### src/rtl/mesh_rsc_ni.sv
// Resource-side network interface for one mesh tile: a TX packetiser feeding the
// switch local input and an RX FIFO draining the switch local output.
module mesh_rsc_ni #(
  parameter int ROW_N        = 3,
  parameter int COL_M        = 3,
  parameter int ROW_CORD     = 0,
  parameter int COL_CORD     = 0,
  parameter int PCKT_DATA_W  = 8,
  parameter int FIFO_DEPTH_W = 3,
  localparam int RW = $clog2(ROW_N),
  localparam int CW = $clog2(COL_M),
  localparam int PW = PCKT_DATA_W + RW + CW
) (
  input  logic                   clk_i,
  input  logic                   rst_i,
  input  logic                   tx_valid_i,
  output logic                   tx_ready_o,
  input  logic [RW-1:0]          tx_row_i,
  input  logic [CW-1:0]          tx_col_i,
  input  logic [PCKT_DATA_W-1:0] tx_data_i,
  output logic                   tx_drop_o,
  output logic                   tx_err_o,
  output logic [PW-1:0]          ni_pckt_o,
  output logic                   ni_wren_o,
  input  logic                   noc_full_i,
  input  logic                   noc_ovrflw_i,
  input  logic [PW-1:0]          noc_pckt_i,
  input  logic                   noc_wren_i,
  output logic                   ni_full_o,
  output logic                   ni_ovrflw_o,
  output logic                   rx_valid_o,
  input  logic                   rx_ready_i,
  output logic [PCKT_DATA_W-1:0] rx_data_o,
  output logic                   rx_misroute_o
);

  localparam int DEPTH_N = 2 ** FIFO_DEPTH_W;
  localparam logic [FIFO_DEPTH_W:0] DEPTH    = {1'b1, {FIFO_DEPTH_W{1'b0}}};
  localparam logic [31:0]           ROW_N_U  = ROW_N;
  localparam logic [31:0]           COL_M_U  = COL_M;
  localparam logic [RW-1:0]         OWN_ROW  = RW'(ROW_CORD);
  localparam logic [CW-1:0]         OWN_COL  = CW'(COL_CORD);

  // ---------------- TX ----------------
  typedef enum logic {IDLE, WR} tx_state_e;
  tx_state_e state_q, state_d;

  logic addr_ok, accept;
  assign addr_ok = (32'(tx_row_i) < ROW_N_U) && (32'(tx_col_i) < COL_M_U);
  assign accept  = tx_valid_i & tx_ready_o;

  always_ff @(posedge clk_i or posedge rst_i) begin
    if (rst_i) state_q <= IDLE;
    else       state_q <= state_d;
  end

  always_comb begin
    state_d = state_q;
    case (state_q)
      IDLE:    if (accept && addr_ok) state_d = WR;
      WR:      state_d = IDLE;
      default: state_d = IDLE;
    endcase
  end

  // Ready is held low while reset is asserted so every output reads 0 in reset.
  always_comb begin
    tx_ready_o = 1'b0;
    ni_wren_o  = 1'b0;
    case (state_q)
      IDLE:    tx_ready_o = ~noc_full_i & ~rst_i;
      WR:      ni_wren_o  = 1'b1;
      default: ;
    endcase
  end

  always_ff @(posedge clk_i or posedge rst_i) begin
    if (rst_i) begin
      ni_pckt_o <= '0;
      tx_drop_o <= 1'b0;
      tx_err_o  <= 1'b0;
    end else begin
      if (accept && addr_ok) ni_pckt_o <= {tx_col_i, tx_row_i, tx_data_i};
      tx_drop_o <= accept & ~addr_ok;
      tx_err_o  <= tx_err_o | noc_ovrflw_i;
    end
  end

  // ---------------- RX ----------------
  logic [PCKT_DATA_W-1:0]  mem [DEPTH_N];
  logic [FIFO_DEPTH_W-1:0] wr_ptr, rd_ptr;
  logic [FIFO_DEPTH_W:0]   cnt;
  logic                    own_addr, push, pop, full;

  assign own_addr = (noc_pckt_i[PW-1 -: CW] == OWN_COL) &&
                    (noc_pckt_i[PCKT_DATA_W +: RW] == OWN_ROW);
  assign full     = (cnt == DEPTH);
  assign pop      = rx_valid_o & rx_ready_i;
  // A push into a full FIFO only lands if the head leaves in the same cycle.
  assign push     = noc_wren_i & own_addr & (~full | pop);

  assign ni_full_o  = full;
  assign rx_valid_o = (cnt != '0);
  assign rx_data_o  = rx_valid_o ? mem[rd_ptr] : '0;

  always_ff @(posedge clk_i) begin
    if (push) mem[wr_ptr] <= noc_pckt_i[PCKT_DATA_W-1:0];
  end

  always_ff @(posedge clk_i or posedge rst_i) begin
    if (rst_i) begin
      wr_ptr        <= '0;
      rd_ptr        <= '0;
      cnt           <= '0;
      ni_ovrflw_o   <= 1'b0;
      rx_misroute_o <= 1'b0;
    end else begin
      if (push) wr_ptr <= wr_ptr + 1'b1;
      if (pop)  rd_ptr <= rd_ptr + 1'b1;
      case ({push, pop})
        2'b10:   cnt <= cnt + 1'b1;
        2'b01:   cnt <= cnt - 1'b1;
        default: ;
      endcase
      if (noc_wren_i & own_addr & full & ~pop) ni_ovrflw_o   <= 1'b1;
      if (noc_wren_i & ~own_addr)              rx_misroute_o <= 1'b1;
    end
  end

endmodule

### config.mk
export PLATFORM = sky130hd
export DESIGN_NAME = mesh_rsc_ni
export DESIGN_NICKNAME = d
export VERILOG_FILES = /design/src/rtl/mesh_rsc_ni.sv
export SDC_FILE = /design/constraint.sdc
export NUM_CORES = 1
export LEC_CHECK = 0
export CELL_PAD_IN_SITES_DETAIL_PLACEMENT = 0
export CELL_PAD_IN_SITES_GLOBAL_PLACEMENT = 1
export CORE_MARGIN = 4
export CORE_UTILIZATION = 40
export CTS_CLUSTER_SIZE = 8
export DETAILED_ROUTE_END_ITERATION = 16
export GPL_ROUTABILITY_DRIVEN = 0
export PLACE_DENSITY = 0.72
export SLEW_MARGIN = 15
export SYNTH_ARGS = -nofsm -noshare
export SYNTH_HDL_FRONTEND = slang
export SYNTH_SLANG_ARGS = --single-unit
### constraint.sdc
create_clock -name clk_i -period 4.11 [get_ports clk_i]
set_clock_uncertainty 0.05 [all_clocks]
set_input_delay 0.6165 -clock clk_i [delete_from_list [all_inputs] [get_ports clk_i]]
set_output_delay 0.6165 -clock clk_i [all_outputs]
set_load 0.01 [all_outputs]
# Word-level counts from Yosys, hierarchy flattened
# Memories as Yosys holds them, arrays and structs flattened.
# Cells that the tools add are included.
[word_totals] register_bits=27 mem_bits_rw=64 input_bits=31 output_inout_bits=28 elab_cells=52 memories=1
[memory_table] memory="mem" depth=8 word_bits=8 rd=1 rd_clocked_by_memory_dff=0 wr=1 line="90" source="logic [PCKT_DATA_W-1:0] mem [DEPTH_N];"
[classes] n_addsub=4 n_lt_le_gt_ge=2 eq_ne=3 muxes=8 n_bitwise=18 reduce_logical=7
[ops] cell="$and A1 B1 Y1" count=9
[ops] cell="$mux W8" count=1
[ops] cell="$pmux W4 S2" count=1
[ops] cell="$not A1 Y1" count=7
[ops] cell="$add A3 B1 Y3 const B" count=2
[ops] cell="$mux W1" count=5
[ops] cell="$add A4 B1 Y4 const B" count=1
[ops] cell="$eq A4 B4 Y1 const B" count=1
[ops] cell="$logic_not A2 Y1" count=2
[ops] cell="$lt A2 B2 Y1 const B" count=2
[ops] cell="$reduce_bool A4 Y1" count=1
[ops] cell="$sub A4 B1 Y4 const B" count=1
[ops] cell="$logic_and A1 B1 Y1" count=3
[ops] cell="$eq A2 B1 Y1 const B" count=1
[ops] cell="$eq A2 B2 Y1 const B" count=1
[ops] cell="$or A1 B1 Y1" count=2
[ops] cell="$pmux W1 S2" count=1
[ops] cell="$reduce_bool A2 Y1" count=1

# Logic depth before layout (Yosys ltp)
[depth] word_depth=7 mapped_depth=11 ltp_nobuf=9

# Worst setup path before layout
# No wires, ideal clock.
[synth_timing] path_kind="input to register" start="in noc_pckt_i[11]" end="reg cnt[3]" setup_time_ns=0.090 arrival_ns=2.685 required_time_ns=3.970 path_slack_ns=1.285 cell_stages=7 n_path_buf=1 path_cell_list="nor4_2 -> o211ai_4 -> ha_1 -> clkbuf_1 -> or4b_2 -> a21o_1 -> o221ai_1"
[synth_between] elab_chain_cells=6 elab_cells_between_ends=8 cone_classes="eq/ne (2); mux (1); bitwise (2); reduce/logical (3)"
[synth_rtl] item="start, declared" line="27" source="input logic [PW-1:0] noc_pckt_i,"
[synth_rtl] item="$logic_not A2 Y1 *" line="95" source="assign own_addr = (noc_pckt_i[PW-1 -: CW] == OWN_COL) &&"
[synth_rtl] item="$logic_and A1 B1 Y1 *" line="95"
[synth_rtl] item="$and A1 B1 Y1 * (2 in a row)" line="100" source="assign push = noc_wren_i & own_addr & (~full | pop);"
[synth_rtl] item="$eq A2 B1 Y1 / $eq A2 B2 Y1 (equally long branches)" line="120" source="case ({push, pop})"
[synth_rtl] item="$pmux W4 S2 / $reduce_bool A2 Y1 (equally long branches)"
[synth_rtl] item="end signal, assigned" line="121" source="2'b10: cnt <= cnt + 1'b1;"
[synth_rtl] item="end signal, assigned" line="122" source="2'b01: cnt <= cnt - 1'b1;"
[synth_rtl] item="end, declared" line="92" source="logic [FIFO_DEPTH_W:0] cnt;"
# Mark *: on every way between the ends. The rest lies on a longest branch, timed or not.
# A chain may end at the register's enable or synchronous reset.

# Final worst setup path
[layout_timing] start="reg cnt[0]" end="reg cnt[3]"
[layout_between] elab_chain_cells=6 elab_cells_between_ends=12 cone_classes="add/sub (2); eq/ne (3); mux (1); bitwise (4); reduce/logical (2)"
[layout_rtl] item="$reduce_bool A4 Y1 / $eq A4 B4 Y1 (equally long branches)" line="103, 97"
[layout_rtl] item="$and A1 B1 Y1 / $not A1 Y1 (equally long branches)" line="98, 100"
[layout_rtl] item="$or A1 B1 Y1" line="100"
[layout_rtl] item="$and A1 B1 Y1" line="100"
[layout_rtl] item="$eq A2 B1 Y1 / $eq A2 B2 Y1 (equally long branches)" line="120"
[layout_rtl] item="$pmux W4 S2 / $reduce_bool A2 Y1 (equally long branches)"
# Parallel ways exist; a longest one is shown, timed or not.

==> impl_metrics.json <==
{
  "status": "finished, final reports clean",
  "async_reset_ff_share_pct": 29.7,
  "fin_area_um2": 4630,
  "htreeDepth": 3,
  "nets": 307,
  "max_freq_mhz": 327,
  "dp_hpwl_um": 4480,
  "crit_path_max_incr_delay_ns": 0.70,
  "wl_per_cell_um": 17.6,
  "grt_max_degree": 28,
  "relSlewSlack_pct": 30.6,
  "syn_to_final_growth_pct": 23.7,
  "dieArea_um2": 11000,
  "ios": 59,
  "grt_pass1_wl_um": 10800,
  "finalSetupTns_ns": 0,
  "fp.dieH_um": 105,
  "p_leak_nw": 1.66,
  "layout_common_cells": "64 x edfxtp_1, 58 x clkdlybuf4s50_1, 27 x dfrtp_1",
  "clk_path_buf_depth": 2,
  "io_buffers": 58,
  "ant_nets": 0,
  "overflow": 0,
  "worstSetupPathType": "reg -> reg",
  "drt_first_pass_iters": 6,
  "wl_met2_um": 3130,
  "finalCritPeriodShare_pct": 74.5,
  "initial_core_util_pct": 40.9,
  "dpl_cell_area_um2": 4450,
  "antenna_found_initial": 0,
  "num_rows": 35,
  "cts_tree": "built",
  "met1_length_um": 3050,
  "hold_viol": 0,
  "cp-end-kind": "register",
  "cts_setup_buffers": 0,
  "rsz0062_at_grt": "no",
  "grt_pass1_vias": 2070,
  "final_common_cell": "edfxtp_1",
  "num_vias": 2014,
  "maxUsedRoutingLayer": "met4",
  "hold_buffers": 0,
  "core-area_um2": 9150,
  "cp_slowest_cell": "or4b_1",
  "startpoint_type": "register",
  "drive_gt1_share_pct": 22.2,
  "synth_cell_type_count": 42,
  "antenna_cells": 0,
  "finalSetupViolCount": 0,
  "hp-class": "reg -> reg",
  "numCtsBuffers": 9,
  "cts-resized-gates": 0,
  "ir_drop_mv": 0.243,
  "power_per_cell_area_nw_per_um2": 564,
  "synth_cells": 205,
  "synth_nets": 241,
  "yosys_warnings": 0,
  "cts_num_sinks": 91,
  "cp_cell_sequence": "or4b_1, o211ai_4, ha_1, or3b_2, a2111oi_0, o221ai_1",
  "syn_area_um2": 3740,
  "wl_met3_um": 558,
  "drv_cap": 0,
  "utilization_pct": 50.6,
  "worst_pin_slew_ns": 1.04,
  "path_clk_slew_ns": 0.08,
  "ys.flop_type": "edfxtp_1",
  "synth-seq-cells": 91,
  "required_ns": 4.26,
  "clockRootBuffer": "clkbuf_8",
  "die_w_um": 105,
  "cp_max_fo": 7,
  "track_usage_pct": 12.9,
  "clkLatencyLatePin_ns": 0.34,
  "synth_edf_count": 64,
  "power.total_mw": 2.61,
  "final_max_slew_viol_count": 0,
  "min_period_ns": 3.06,
  "drc": 0,
  "arrival_ns": 3.22,
  "routed_wl_um": 6800,
  "yosysSeqAreaShare_pct": 69.4,
  "vias_per_cell": 5.22,
  "syn_avg_cell_area_um2": 18.3,
  "drt_iter0_markers": 48
}
## area by class of cell
type | instances | area [um2]
fillers | 788 | 4520
flip-flops and latches | 91 | 2600
multi-input cells | 95 | 1040
repair buffers | 66 | 641
well taps | 111 | 139
clock buffers | 11 | 131
clock inverters | 4 | 51.3
inverters | 8 | 30.0
## synthesized netlist by cell type, types with 2 or more instances
master	count	area, um2
o2111ai_1	3	26.3
edfxtp_1	64	1920
clkbuf_1	2	7.51
nor3_1	3	15.0
xnor2_1	6	52.6
inv_1	8	30.0
a22o_1	8	70.1
dfrtp_1	27	676
nand3_1	2	10.0
ha_1	5	62.6
nand2_1	3	11.3
mux2_2	14	158
nand2b_1	2	12.5
buf_1	2	7.51
buf_6	4	45.0
buf_2	3	15.0
mux4_2	16	360
nor2_1	9	33.8
## path summary, 6_finish.rpt
path	from	to	slack (ns)	cells past startpoint
min in group asynchronous	rst_i	ni_pckt_o[8]$_DFFE_PP0P_	0.82	2
worst max register to register	cnt[0]$_DFFE_PP0P_	cnt[3]$_DFFE_PP0P_	1.05	6
worst max-delay path	cnt[0]$_DFFE_PP0P_	cnt[3]$_DFFE_PP0P_	1.05	6
worst min-delay path	ni_ovrflw_o$_DFFE_PP0P_	ni_ovrflw_o$_DFFE_PP0P_	0.43	1
worst min register to register	ni_ovrflw_o$_DFFE_PP0P_	ni_ovrflw_o$_DFFE_PP0P_	0.43	1
max in group asynchronous	rst_i	wr_ptr[2]$_DFFE_PP0P_	2.56	2
## metal layers
layer	up-vias	track usage [%]
met5	-	0
met4	0	3.37
met3	10	5.25
met2	70	19.7
met1	999	17.1
li1	935	-
## power by group
group          switching, mW  internal (mW)
clock network          0.285          0.279
registers              0.122           1.07
logic                  0.336          0.523
## critical path: cells and delay by family, from the launching register on
family,cells,cell delay (ns)
AO/OA/AOI/OAI,3,0.92
adder cells (fa/ha/maj),1,0.31
flip-flops,1,0.45
AND/OR/NAND/NOR,2,1.18
## stage by stage
step / std cells / worst slack, ns / hold WS [ns]
final: 386 / 1.05 / 0.429
after global routing: 386 / 0.914 / 0.448
after CTS: 386 / 1.00 / 0.433
after detailed placement: 371 / 0.948 / 0.403
after global placement: 371 / 1.05 / 0.401
after floorplan: 205 / 1.29 / 0.442
## registers in the layout (all words and copies together), names as in the netlist
name / count
ni_pckt_o: 12
tx_err_o: 1
mem: 64
tx_drop_o: 1
rd_ptr: 3
rx_misroute_o: 1
state_q: 1
cnt: 4
wr_ptr: 3
ni_ovrflw_o: 1
## cell families after synthesis
kind of cell | share of synthesized area, %
buffers and inverters | 2.81
multiplexers | 14.5
flip-flops | 69.4
AND/OR/NAND/NOR | 4.95
XOR/XNOR | 1.64
AO/OA/AOI/OAI | 5.02
adder cells (fa/ha/maj) | 1.67
Power figures use the tool's default switching activity.
